[src/rtl/vga_sync_receiver.sv]
// vga_sync_receiver: recovers pixel timing from an external active-low
// hsync/vsync pair. It regenerates column/row coordinates and measures line
// and frame periods. A SEARCH/TRACK/LOCKED state machine decides when the
// timing is trustworthy.
// Optional feature macro: VGA_RX_INSYNC_EN. It inserts a 2-flop synchronizer
// on hsync/vsync for asynchronous sources, which adds 2 cycles of latency.
module vga_sync_receiver #(
  parameter int unsigned H_VISIBLE    = 800,
  parameter int unsigned H_TOTAL      = 1056,
  parameter int unsigned H_SYNC_START = 841,
  parameter int unsigned V_VISIBLE    = 600,
  parameter int unsigned V_TOTAL      = 628,
  parameter int unsigned V_SYNC_START = 602,
  parameter int unsigned LOCK_FRAMES  = 2
) (
  input  logic        clk,
  input  logic        reset,
  input  logic        hsync,
  input  logic        vsync,
  output logic [15:0] column,
  output logic [15:0] row,
  output logic        activeDisplayRegion,
  output logic        locked,
  output logic        lock_err,
  output logic [15:0] line_len,
  output logic [15:0] frame_lines
);

  localparam logic [15:0] H_LAST   = 16'(H_TOTAL - 1);
  localparam logic [15:0] V_LAST   = 16'(V_TOTAL - 1);
  localparam logic [15:0] H_LEN    = 16'(H_TOTAL);
  localparam logic [15:0] V_LEN    = 16'(V_TOTAL);
  localparam logic [15:0] H_LOSS   = 16'(2 * H_TOTAL);
  localparam logic [4:0]  LOCK_CNT = 5'(LOCK_FRAMES);

  typedef enum logic [1:0] {SEARCH, TRACK, LOCKED} state_t;

  // Bit 0 carries hsync and bit 1 carries vsync through the same front end.
  logic [1:0] sync_raw;
  logic [1:0] sync_in;
  logic [1:0] sync_q_reg;
  logic [1:0] sync_fall;

  assign sync_raw = {vsync, hsync};

  generate
    for (genvar gi = 0; gi < 2; gi++) begin : g_sync
`ifdef VGA_RX_INSYNC_EN
      logic [1:0] meta_reg;
      // Two-flop synchronizer for an asynchronous sync source
      always_ff @(posedge clk) begin
        if (reset) meta_reg <= 2'b00;
        else       meta_reg <= {meta_reg[0], sync_raw[gi]};
      end
      assign sync_in[gi] = meta_reg[1];
`else
      assign sync_in[gi] = sync_raw[gi];
`endif
      // Previous-sample register for falling-edge detection
      always_ff @(posedge clk) begin
        if (reset) sync_q_reg[gi] <= 1'b0;
        else       sync_q_reg[gi] <= sync_in[gi];
      end
      assign sync_fall[gi] = !sync_in[gi] && sync_q_reg[gi];
    end
  endgenerate

  logic hfall, vfall;
  assign hfall = sync_fall[0];
  assign vfall = sync_fall[1];

  logic [15:0] column_reg, row_reg, h_cnt_reg, v_cnt_reg;
  logic [15:0] line_len_reg, frame_lines_reg;
  logic        h_valid_reg, line_bad_reg, lock_err_reg, locked_reg;
  state_t      state_reg, state_next;
  logic [3:0]  good_cnt_reg, good_cnt_next;
  logic        lock_err_next;

  logic [15:0] h_cnt_inc, v_cnt_now;
  logic        col_wrap, sync_loss, line_err, frame_good;

  assign h_cnt_inc  = h_cnt_reg + 16'd1;
  assign v_cnt_now  = v_cnt_reg + {15'd0, hfall};
  assign col_wrap   = !hfall && (column_reg == H_LAST);
  assign sync_loss  = (h_cnt_reg == H_LOSS);
  assign line_err   = hfall && h_valid_reg && (h_cnt_inc != H_LEN);
  // A coincident hfall still belongs to the frame that is ending.
  assign frame_good = (v_cnt_now == V_LEN) && !(line_bad_reg || line_err);

  // Coordinate counters, period measurement and sticky line error
  always_ff @(posedge clk) begin
    if (reset) begin
      column_reg      <= '0;
      row_reg         <= '0;
      h_cnt_reg       <= '0;
      v_cnt_reg       <= '0;
      line_len_reg    <= '0;
      frame_lines_reg <= '0;
      h_valid_reg     <= 1'b0;
      line_bad_reg    <= 1'b0;
    end else begin
      if (hfall)         column_reg <= 16'(H_SYNC_START);
      else if (col_wrap) column_reg <= '0;
      else               column_reg <= column_reg + 16'd1;

      if (vfall)         row_reg <= 16'(V_SYNC_START);
      else if (col_wrap) row_reg <= (row_reg == V_LAST) ? 16'd0 : row_reg + 16'd1;

      if (hfall) begin
        h_cnt_reg    <= '0;
        line_len_reg <= h_cnt_inc;
      end else if (h_cnt_reg != 16'hFFFF) begin
        h_cnt_reg <= h_cnt_inc;
      end

      if (sync_loss)  h_valid_reg <= 1'b0;
      else if (hfall) h_valid_reg <= 1'b1;

      if (vfall) begin
        v_cnt_reg       <= '0;
        frame_lines_reg <= v_cnt_now;
        line_bad_reg    <= 1'b0;
      end else begin
        v_cnt_reg <= v_cnt_now;
        if (line_err) line_bad_reg <= 1'b1;
      end
    end
  end

  // Lock state register and registered status outputs
  always_ff @(posedge clk) begin
    if (reset) begin
      state_reg    <= SEARCH;
      good_cnt_reg <= '0;
      locked_reg   <= 1'b0;
      lock_err_reg <= 1'b0;
    end else begin
      state_reg    <= state_next;
      good_cnt_reg <= good_cnt_next;
      locked_reg   <= (state_next == LOCKED);
      lock_err_reg <= lock_err_next;
    end
  end

  // Next-state logic; a missing hsync overrides everything
  always_comb begin
    state_next    = state_reg;
    good_cnt_next = good_cnt_reg;
    if (sync_loss) begin
      state_next    = SEARCH;
      good_cnt_next = '0;
    end else begin
      case (state_reg)
        SEARCH: begin
          if (vfall) begin
            state_next    = TRACK;
            good_cnt_next = '0;
          end
        end
        TRACK: begin
          if (vfall) begin
            if (frame_good) begin
              good_cnt_next = good_cnt_reg + 4'd1;
              if (({1'b0, good_cnt_reg} + 5'd1) == LOCK_CNT) state_next = LOCKED;
            end else begin
              good_cnt_next = '0;
            end
          end
        end
        LOCKED: begin
          if (line_err || (vfall && !frame_good)) begin
            state_next    = TRACK;
            good_cnt_next = '0;
          end
        end
        default: begin
          state_next    = SEARCH;
          good_cnt_next = '0;
        end
      endcase
    end
  end

  // Output logic: flag every exit from LOCKED
  always_comb begin
    lock_err_next = (state_reg == LOCKED) && (state_next != LOCKED);
  end

  assign column              = column_reg;
  assign row                 = row_reg;
  assign line_len            = line_len_reg;
  assign frame_lines         = frame_lines_reg;
  assign locked              = locked_reg;
  assign lock_err            = lock_err_reg;
  assign activeDisplayRegion = (column_reg < 16'(H_VISIBLE)) &&
                               (row_reg < 16'(V_VISIBLE)) && locked_reg;

endmodule

[config.mk]
export PLATFORM = sky130hd
export DESIGN_NAME = vga_sync_receiver
export DESIGN_NICKNAME = d
export VERILOG_FILES = /design/src/rtl/vga_sync_receiver.sv
export SDC_FILE = /design/constraint.sdc
export NUM_CORES = 1
export LEC_CHECK = 0
export BUFFER_PORTS_ARGS = -buffer_cell sky130_fd_sc_hd__buf_2
export CAP_MARGIN = 40
export CORE_MARGIN = 10
export CORE_UTILIZATION = 52
export CTS_CLUSTER_DIAMETER = 50
export DETAILED_ROUTE_END_ITERATION = 12
export PLACE_DENSITY_LB_ADDON = 0.25
export SYNTH_ARGS = -nofsm -noshare
export SYNTH_HDL_FRONTEND = slang
export SYNTH_SLANG_ARGS = --single-unit
[constraint.sdc]
create_clock -name clk -period 3.3 [get_ports clk]
set_input_delay 0.33 -clock clk [delete_from_list [all_inputs] [get_ports clk]]
set_output_delay 0.33 -clock clk [all_outputs]
set_load 0.05 [all_outputs]
==> results.yml, run 1 <==
pwr:
  irDropWorstVdd_mv: 0.207
  power_w: 0.00241
  power_density_nw_per_um2: 431
  power.leakage_nw: 2.07
route:
  ant_nets: 0
  remaining_drc_errors: 0
  drt_wl_total_mm: 11.8
  drt_iter0_drc: 352
  via_per_inst: 5.66
  wl_per_cell_um: 15.2
  dr_total_vias: 4372
  drtPass1Iterations: 5
floorplanning:
  ios: 71
  num_rows: 35
  core_sq_um: 9280
  dieArea_sq_um: 13900
  die_w_um: 118
  die_h_um: 118
  start_util_pct: 53.7
timing:
  final_hold_viol_count: 0
  setup_viol: 0
  fin_skew_ps: 18.8
  relSlewSlack_pct: 51.4
  worst_slack_ps: 243
  period_needed_ps: 3060
  slew_viol_final: 0
  clock.fmax_ghz: 0.327
  setup_tns_ps: 0
  post-route-period-util_pct: 92.6
  tightest_slew_ps: 722
  rsz0062_at_grt: "false"
yosys:
  synth_edf_count: 0
  syn_avg_cell_area_sq_um: 8.51
  synth.yosys.warnings: 0
  ys_ff_latch: 108
  synth.area.mux_share_pct: 0.226
  synth_cells: 586
  synth_top_area_share_pct: 43.4
  synth_area_leaders: "dfxtp_1 43%, nor2_1 6.9%, xnor2_1 4.9%"
  synth_compound_area_share_pct: 14.1
  synth-main-ff-cell: "dfxtp_1"
  ys_types: 58
  synth_fa_ha_area_share_pct: 2.26
  yosys.area_share.simple_pct: 27.5
  async_reset_ff_share_pct: 0
  syn_area_sq_um: 4990
  yosysTopAreaCell: "dfxtp_1"
  synth_top_family_by_area: "simple AND/OR/NAND/NOR gates"
  ys_seq_area_share_pct: 43.4
  synth_fp_nets: 599
  synth_xor_area_share_pct: 8.61
global_routing:
  grt_antenna_before_repair: 0
  grt_usage_pct: 16.4
  grt_pass1_wl_mm: 19.8
  grt_max_degree: 36
  grt_pass1_vias: 4124
  grt.overflow.total: 0
layout:
  fill_cells: 834
  area_growth_pct: 12.0
  final_common_cell: "dfxtp_1"
  most-common-layout-cells: "108 x dfxtp_1, 92 x nor2_1, 70 x buf_2"
  fin_nets: 653
  layout-drive-gt1-share_pct: 16.8
  seq_area_sq_um: 2160
  antenna_cells: 0
  multiInputGateArea_sq_um: 2630
setup_path:
  r2r_setup_slack_ps: 240
  cp_max_fo: 11
  max_stage_delay_ps: 580
  cp-end-kind: "flop"
  path_delay_family: "simple AND/OR/NAND/NOR gates"
  cp_slowest_cell: "or4_1"
  r2r_start: "h_cnt_reg[0]"
  cp-start-kind: "flop"
  crit_chain: "ha_1 > nand4_1 > or4_1 > xor2_1 > nand2b_1 > o311ai_4 > nand4_1 > or3_1 > o21ai_0"
  worstSetupPathType: "flop to flop"
  path_common_cell: "nand4_1"
  worstPathArrival_ps: 3360
  r2r_end: "good_cnt_reg[0]"
  crit_required_ps: 3600
  cp_num_buf_inv: 0
  rr_worst_depth: 9
place:
  post-dp-hpwl_mm: 8.52
  port_buffers: 70
  dpl_worst_slack_ps: 281
  finalWeightedCongestion: 0.907
clock_tree:
  cts-root-buf: "clkbuf_8"
  clock_latency_ps: 370
  postCtsHoldBufs: 0
  clkSlewWorstSetupHoldPaths_ps: 110
  cts_max_path_buffers: 2
  h-tree-depth: 3
  cts_sinks: 108
  cts_tree: "built"
  ctsResizeCount: 0
  cts_setup_buffers: 0
  cts_buffers: 9
hold_path:
  hold_class: "input pin to flop"
  hp-start: "hsync"
  holdPathEnd: "sync_q_reg[0]"
  worstHoldPathCells: 2
run_status:
  status: "complete, no violations"
run:
  drv_cap: 0
logic make-up after synthesis:
logic type	after synthesis
and+or+nand+nor	262
AOI/OAI and AO/OA	110
DFF	108
xor gates and xnor gates	49
buffers and inverters	47
adders and majority gates	9
muxes	1
per-layer routing:
metal	vias up	wire length, um	global-route usage (%)
met1	2068	5370	20.5
li1	2164	-	-
met3	20	605	3.79
met4	0	180	5.80
met5	-	0	0
met2	120	5630	26.9
where the power goes:
group          leakage, nW  switching, W  total, W  internal, W
clock               0.0850      0.000456  0.000806     0.000350
combinational         1.10      0.000175  0.000234    0.0000592
sequential           0.877     0.0000303   0.00137      0.00134
total                 2.07      0.000662   0.00241      0.00175
cell usage after synthesis, types with 2 or more instances:
library cell and number:
buf_4 4, and2_1 5, o21ai_0 19, nor2_1 92
nor2_2 2, buf_2 4, and4_1 5, nand2_1 41
nor2b_1 3, nor3_1 16, nand3_1 20, and3_1 10
nor4_4 2, or3_1 9, xor2_1 21, clkbuf_1 22
o21a_1 4, or2_2 2, a211oi_1 31, nand2b_1 9
inv_1 14, nand4_1 17, dfxtp_1 108, nand4_2 2
or4_1 3, ha_1 9, a21oi_1 42, o211ai_1 2
nor4_1 10, nor3b_1 2, xnor2_1 28, nor3_2 2
final cells by class:
cell class	instances	share of cell area (%)
multi-input cells	431	47.1
flip-flops and latches	108	38.7
repair buffers	75	6.94
well taps	129	2.89
clock buffers	10	2.28
clock inverters	5	1.10
inverters	15	1.01
through the flow:
step           util [%]  cell area [sq um]  cells  hold WS [ps]
2_1_floorplan         -               4990    586           426
3_3_place_gp       58.1               5400    758           444
3_5_place_dp       58.1               5400    758           444
4_1_cts            60.2               5590    773           201
5_1_grt            60.2               5590    773           209
6_report           60.2               5590    773           199
how the worst max path moves through the flow:
stage | startpoint | end | depth (start not counted)
3_5_place_dp | h_cnt_reg[0] | good_cnt_reg[1] | 9
3_3_place_gp | h_cnt_reg[0] | good_cnt_reg[1] | 9
4_1_cts | h_cnt_reg[0] | good_cnt_reg[1] | 9
2_1_floorplan | hsync | good_cnt_reg[1] | 14
5_1_grt | h_cnt_reg[0] | state_reg[0] | 9
6_report | h_cnt_reg[0] | good_cnt_reg[0] | 9
(Power assumes the default switching activity.)
==> inputs of run 2 (changes only) <==
PLACE_DENSITY = 0.76   (was not set)
PLACE_DENSITY_LB_ADDON = not set   (was 0.25)
==> results.yml, run 2 (synthesized netlist as in run 1, its figures left out) <==
hold_path:
  hold_class: "input pin to flop"
  worstHoldPathCells: 2
layout:
  layout.cells.non_filler: 772
  area_growth_pct: 12.0
  post-route-util_pct: 60.2
  antenna_cells: 0
  final_common_cell: "dfxtp_1"
  most-common-layout-cells: "108 x dfxtp_1, 92 x nor2_1, 70 x buf_2"
  fin_nets: 653
  layout-drive-gt1-share_pct: 16.8
run:
  drv_cap: 0
clock_tree:
  clock_latency_ps: 360
  cts-root-buf: "clkbuf_8"
  cts_tree: "built"
  ctsResizeCount: 0
  h-tree-depth: 3
  cts_buffers: 9
  cts_max_path_buffers: 2
  clkSlewWorstSetupHoldPaths_ps: 100
  cts_setup_buffers: 0
  postCtsHoldBufs: 0
  cts_sinks: 108
setup_path:
  rr_worst_depth: 9
  crit_required_ps: 3550
  worstSetupPathType: "flop to flop"
  worstPathArrival_ps: 3300
  cp-start-kind: "flop"
  cp_max_fo: 11
  cp-end-kind: "flop"
route:
  via_per_inst: 5.61
  remaining_drc_errors: 0
  drt_wl_total_mm: 11.5
  dr_total_vias: 4334
  ant_nets: 0
  drtPass1Iterations: 5
  drt_iter0_drc: 330
  wl_per_cell_um: 14.9
global_routing:
  grt_antenna_before_repair: 0
  grt_pass1_vias: 4222
  grt_max_degree: 53
  grt_usage_pct: 16.4
  grt_pass1_wl_mm: 19.8
  grt.overflow.total: 0
pwr:
  power_w: 0.00239
  power_density_nw_per_um2: 428
  combPwrFrac_pct: 9.8
  p_int_w: 0.00176
  switching_share_pct: 26.5
  irDropWorstVdd_mv: 0.264
  switchingPower_w: 0.000634
  seqPwrFrac_pct: 57.1
  clkPwrFrac_pct: 33.1
  power.leakage_nw: 2.07
floorplanning:
  die_h_um: 118
  ios: 71
  core_sq_um: 9280
  num_rows: 35
  die_w_um: 118
  dieArea_sq_um: 13900
  start_util_pct: 53.7
place:
  finalWeightedCongestion: 0.919
  port_buffers: 70
  post-dp-hpwl_mm: 8.43
  dp_cells: 758
  dpl_worst_slack_ps: 280
timing:
  post-route-period-util_pct: 92.5
  fin_skew_ps: 8.27
  worst_slack_ps: 247
  setup_viol: 0
  setup_tns_ps: 0
  relSlewSlack_pct: 49.2
  slew_viol_final: 0
  tightest_slew_ps: 755
  final_hold_viol_count: 0
  clock.fmax_ghz: 0.328
  rsz0062_at_grt: "false"
  period_needed_ps: 3050
run_status:
  status: "complete, no violations"
-- run 2: per-stage QoR --
stage | hold slack (ps) | instance area, sq um
5_1_grt | 213 | 5590
3_3_place_gp | 444 | 5400
4_1_cts | 213 | 5590
3_5_place_dp | 445 | 5400
2_1_floorplan | 426 | 4990
6_report | 221 | 5590
-- run 2: path summary, 6_finish.rpt --
| path | slack (ps) | end | from |
|---|---|---|---|
| max | 250 | good_cnt_reg[1] | h_cnt_reg[0] |
| min | 220 | sync_q_reg[0] | hsync |
| max reg2reg | 250 | good_cnt_reg[1] | h_cnt_reg[0] |
| min reg2reg | 470 | line_bad_reg | line_bad_reg |
-- run 2: cell type report --
cell class	instances	area, sq um
fill	830	3700
multi-input combinational	431	2630
sequential	108	2160
timing repair buffer	75	388
tap	129	161
clock buffer	10	138
inverter	15	56.3
clock inverter	4	51.3
-- run 2: metal layers --
| layer | track usage (%) | routed length [um] | vias up |
|---|---|---|---|
| met5 | 0 | 0 | - |
| met4 | 3.79 | 89 | 0 |
| met3 | 4.22 | 722 | 11 |
| met2 | 27.9 | 5480 | 126 |
| met1 | 20.1 | 5250 | 2023 |
| li1 | - | - | 2174 |
-- run 2: critical path, stage by stage, from the launching register on --
cell	delay [ps]
dfxtp_1	540
ha_1	330
nand4_1	180
or4_1	570
xor2_1	240
nand2b_1	130
o311ai_4	390
a21bo_2	210
nand2_1	50
mux2_1	310
-- run 2: power groups by stage --
stage               combinational, W  clock [W]  sequential, W
detailed placement          0.000237          0        0.00140
CTS                         0.000237   0.000806        0.00137
floorplan                  0.0000941          0        0.00148
finish                      0.000235   0.000792        0.00137
global route                0.000253   0.000863        0.00137
global placement            0.000234          0        0.00139
==> inputs of run 3 (changes only) <==
GPL_TIMING_DRIVEN = 1   (was not set)
RECOVER_POWER = 25   (was not set)
==> results.yml, run 3 (synthesized netlist as in run 1, its figures left out) <==
run_status:
  status: "complete, no violations"
timing:
  setup_tns_ps: 0
  post-route-period-util_pct: 92.3
  setup_viol: 0
  rsz0062_at_grt: "false"
  clock.fmax_ghz: 0.328
  slew_viol_final: 0
  fin_skew_ps: 7.70
  tightest_slew_ps: 1480
  relSlewSlack_pct: 1.07
  period_needed_ps: 3050
  final_hold_viol_count: 0
setup_path:
  r2r_setup_slack_ps: 250
  crit_required_ps: 3550
  max_stage_delay_ps: 570
  r2r_start: "h_cnt_reg[0]"
  cp-end-kind: "flop"
  worstSetupPathType: "flop to flop"
  r2r_end: "good_cnt_reg[1]"
  cp-startpoint: "h_cnt_reg[0]"
  cp-start-kind: "flop"
  cp_max_fo: 11
  worstPathArrival_ps: 3290
  cp_slowest_cell: "or4_1"
  crit_chain: "ha_1 > nand4_1 > or4_1 > xor2_1 > nand2b_1 > o311ai_4 > a21bo_2 > nand2_1 > mux2_1"
  rr_worst_depth: 9
clock_tree:
  cts-root-buf: "clkbuf_8"
  cts_max_path_buffers: 2
  postCtsHoldBufs: 0
  cts_sinks: 108
  h-tree-depth: 3
  clock_latency_ps: 360
  clkSlewWorstSetupHoldPaths_ps: 100
  cts_setup_buffers: 0
  cts_tree: "built"
  cts_buffers: 9
  ctsResizeCount: 0
floorplanning:
  num_rows: 35
  ios: 71
  die_h_um: 118
  dieArea_sq_um: 13900
  die_w_um: 118
  start_util_pct: 53.7
  core_sq_um: 9280
hold_path:
  worstHoldPathCells: 2
  hold_class: "input pin to flop"
  holdPathEnd: "sync_q_reg[0]"
  hp-start: "hsync"
route:
  ant_nets: 0
  dr_total_vias: 4316
  drt_wl_total_mm: 11.6
  via_per_inst: 5.59
  drtPass1Iterations: 5
  remaining_drc_errors: 0
  drt_iter0_drc: 325
  wl_per_cell_um: 15.0
global_routing:
  grt.overflow.total: 0
  grt_pass1_vias: 4222
  grt_max_degree: 53
  grt_antenna_before_repair: 0
  grt_usage_pct: 16.4
  grt_pass1_wl_mm: 19.8
pwr:
  power_density_nw_per_um2: 432
  irDropWorstVdd_mv: 0.265
  power.leakage_nw: 1.92
place:
  port_buffers: 70
  dpl-instance-area_sq_um: 5400
  finalWeightedCongestion: 0.919
  post-dp-hpwl_mm: 8.43
  dp_cells: 758
layout:
  layout.cells.non_filler: 772
  fill_cells: 846
  fin_nets: 653
  most-common-layout-cells: "108 x dfxtp_1, 92 x nor2_1, 42 x a21oi_1"
  final_cell_area_sq_um: 5530
  post-route-util_pct: 59.6
  antenna_cells: 0
  final_common_cell: "dfxtp_1"
  layout-drive-gt1-share_pct: 10.9
  area_growth_pct: 11.0
run:
  drv_cap: 0
run 3: changes by cell type in the layout (fill, tap and decap cells not counted):
cell | before | now
and2_1 | 5 | 4
clkbuf_1 | 0 | 38
buf_2 | 70 | 34
buf_4 | 5 | 3
and2_0 | 0 | 1
run 3: layout make-up:
type / instances / area, sq um / share of cell area [%]
clock buffer: 10 / 138 / 2.49
clock inverter: 4 / 51.3 / 0.927
multi-input combinational: 431 / 2630 / 47.5
tap: 129 / 161 / 2.92
sequential: 108 / 2160 / 39.1
inverter: 15 / 56.3 / 1.02
timing repair buffer: 75 / 335 / 6.06
run 3: where the power goes:
group | total [W] | internal, W | switching [W] | leakage [nW]
sequential | 0.00137 | 0.00134 | 0.0000310 | 0.877
combinational | 0.000230 | 0.0000539 | 0.000176 | 0.946
clock | 0.000794 | 0.000364 | 0.000430 | 0.0942
run 3: layer usage:
layer / global-route usage, % / part of all wire, % / vias to the layer above
met3: 4.22 / 5.6 / 11
met2: 27.9 / 48 / 107
met4: 3.79 / 0.77 / 0
met1: 20.1 / 46 / 2025
li1: - / - / 2173
met5: 0 / 0 / -
run 3: through the flow:
step                hold WS, ps  total power (W)  setup slack [ps]
floorplan                   426          0.00157               212
finish                      218          0.00239               254
detailed placement          445          0.00163               280
global placement            444          0.00163               393
CTS                         213          0.00241               257
global route                213          0.00248              86.5
run 3: how the worst max path moves through the flow:
stage	to	slack [ps]	depth (start not counted)
after detailed placement	good_cnt_reg[1]	280	9
after floorplan	good_cnt_reg[1]	210	14
final	good_cnt_reg[1]	250	9
after global routing	state_reg[0]	90	9
after CTS	good_cnt_reg[1]	260	9
after global placement	good_cnt_reg[1]	390	9
run 3: worst max-delay path: cells and delay by family, from the launching register on:
family	cells	cell delay, ps
AO/OA/AOI/OAI	2	600
XOR/XNOR	1	240
adder cells (fa/ha/maj)	1	330
flip-flops	1	540
multiplexers	1	310
AND/OR/NAND/NOR	4	930
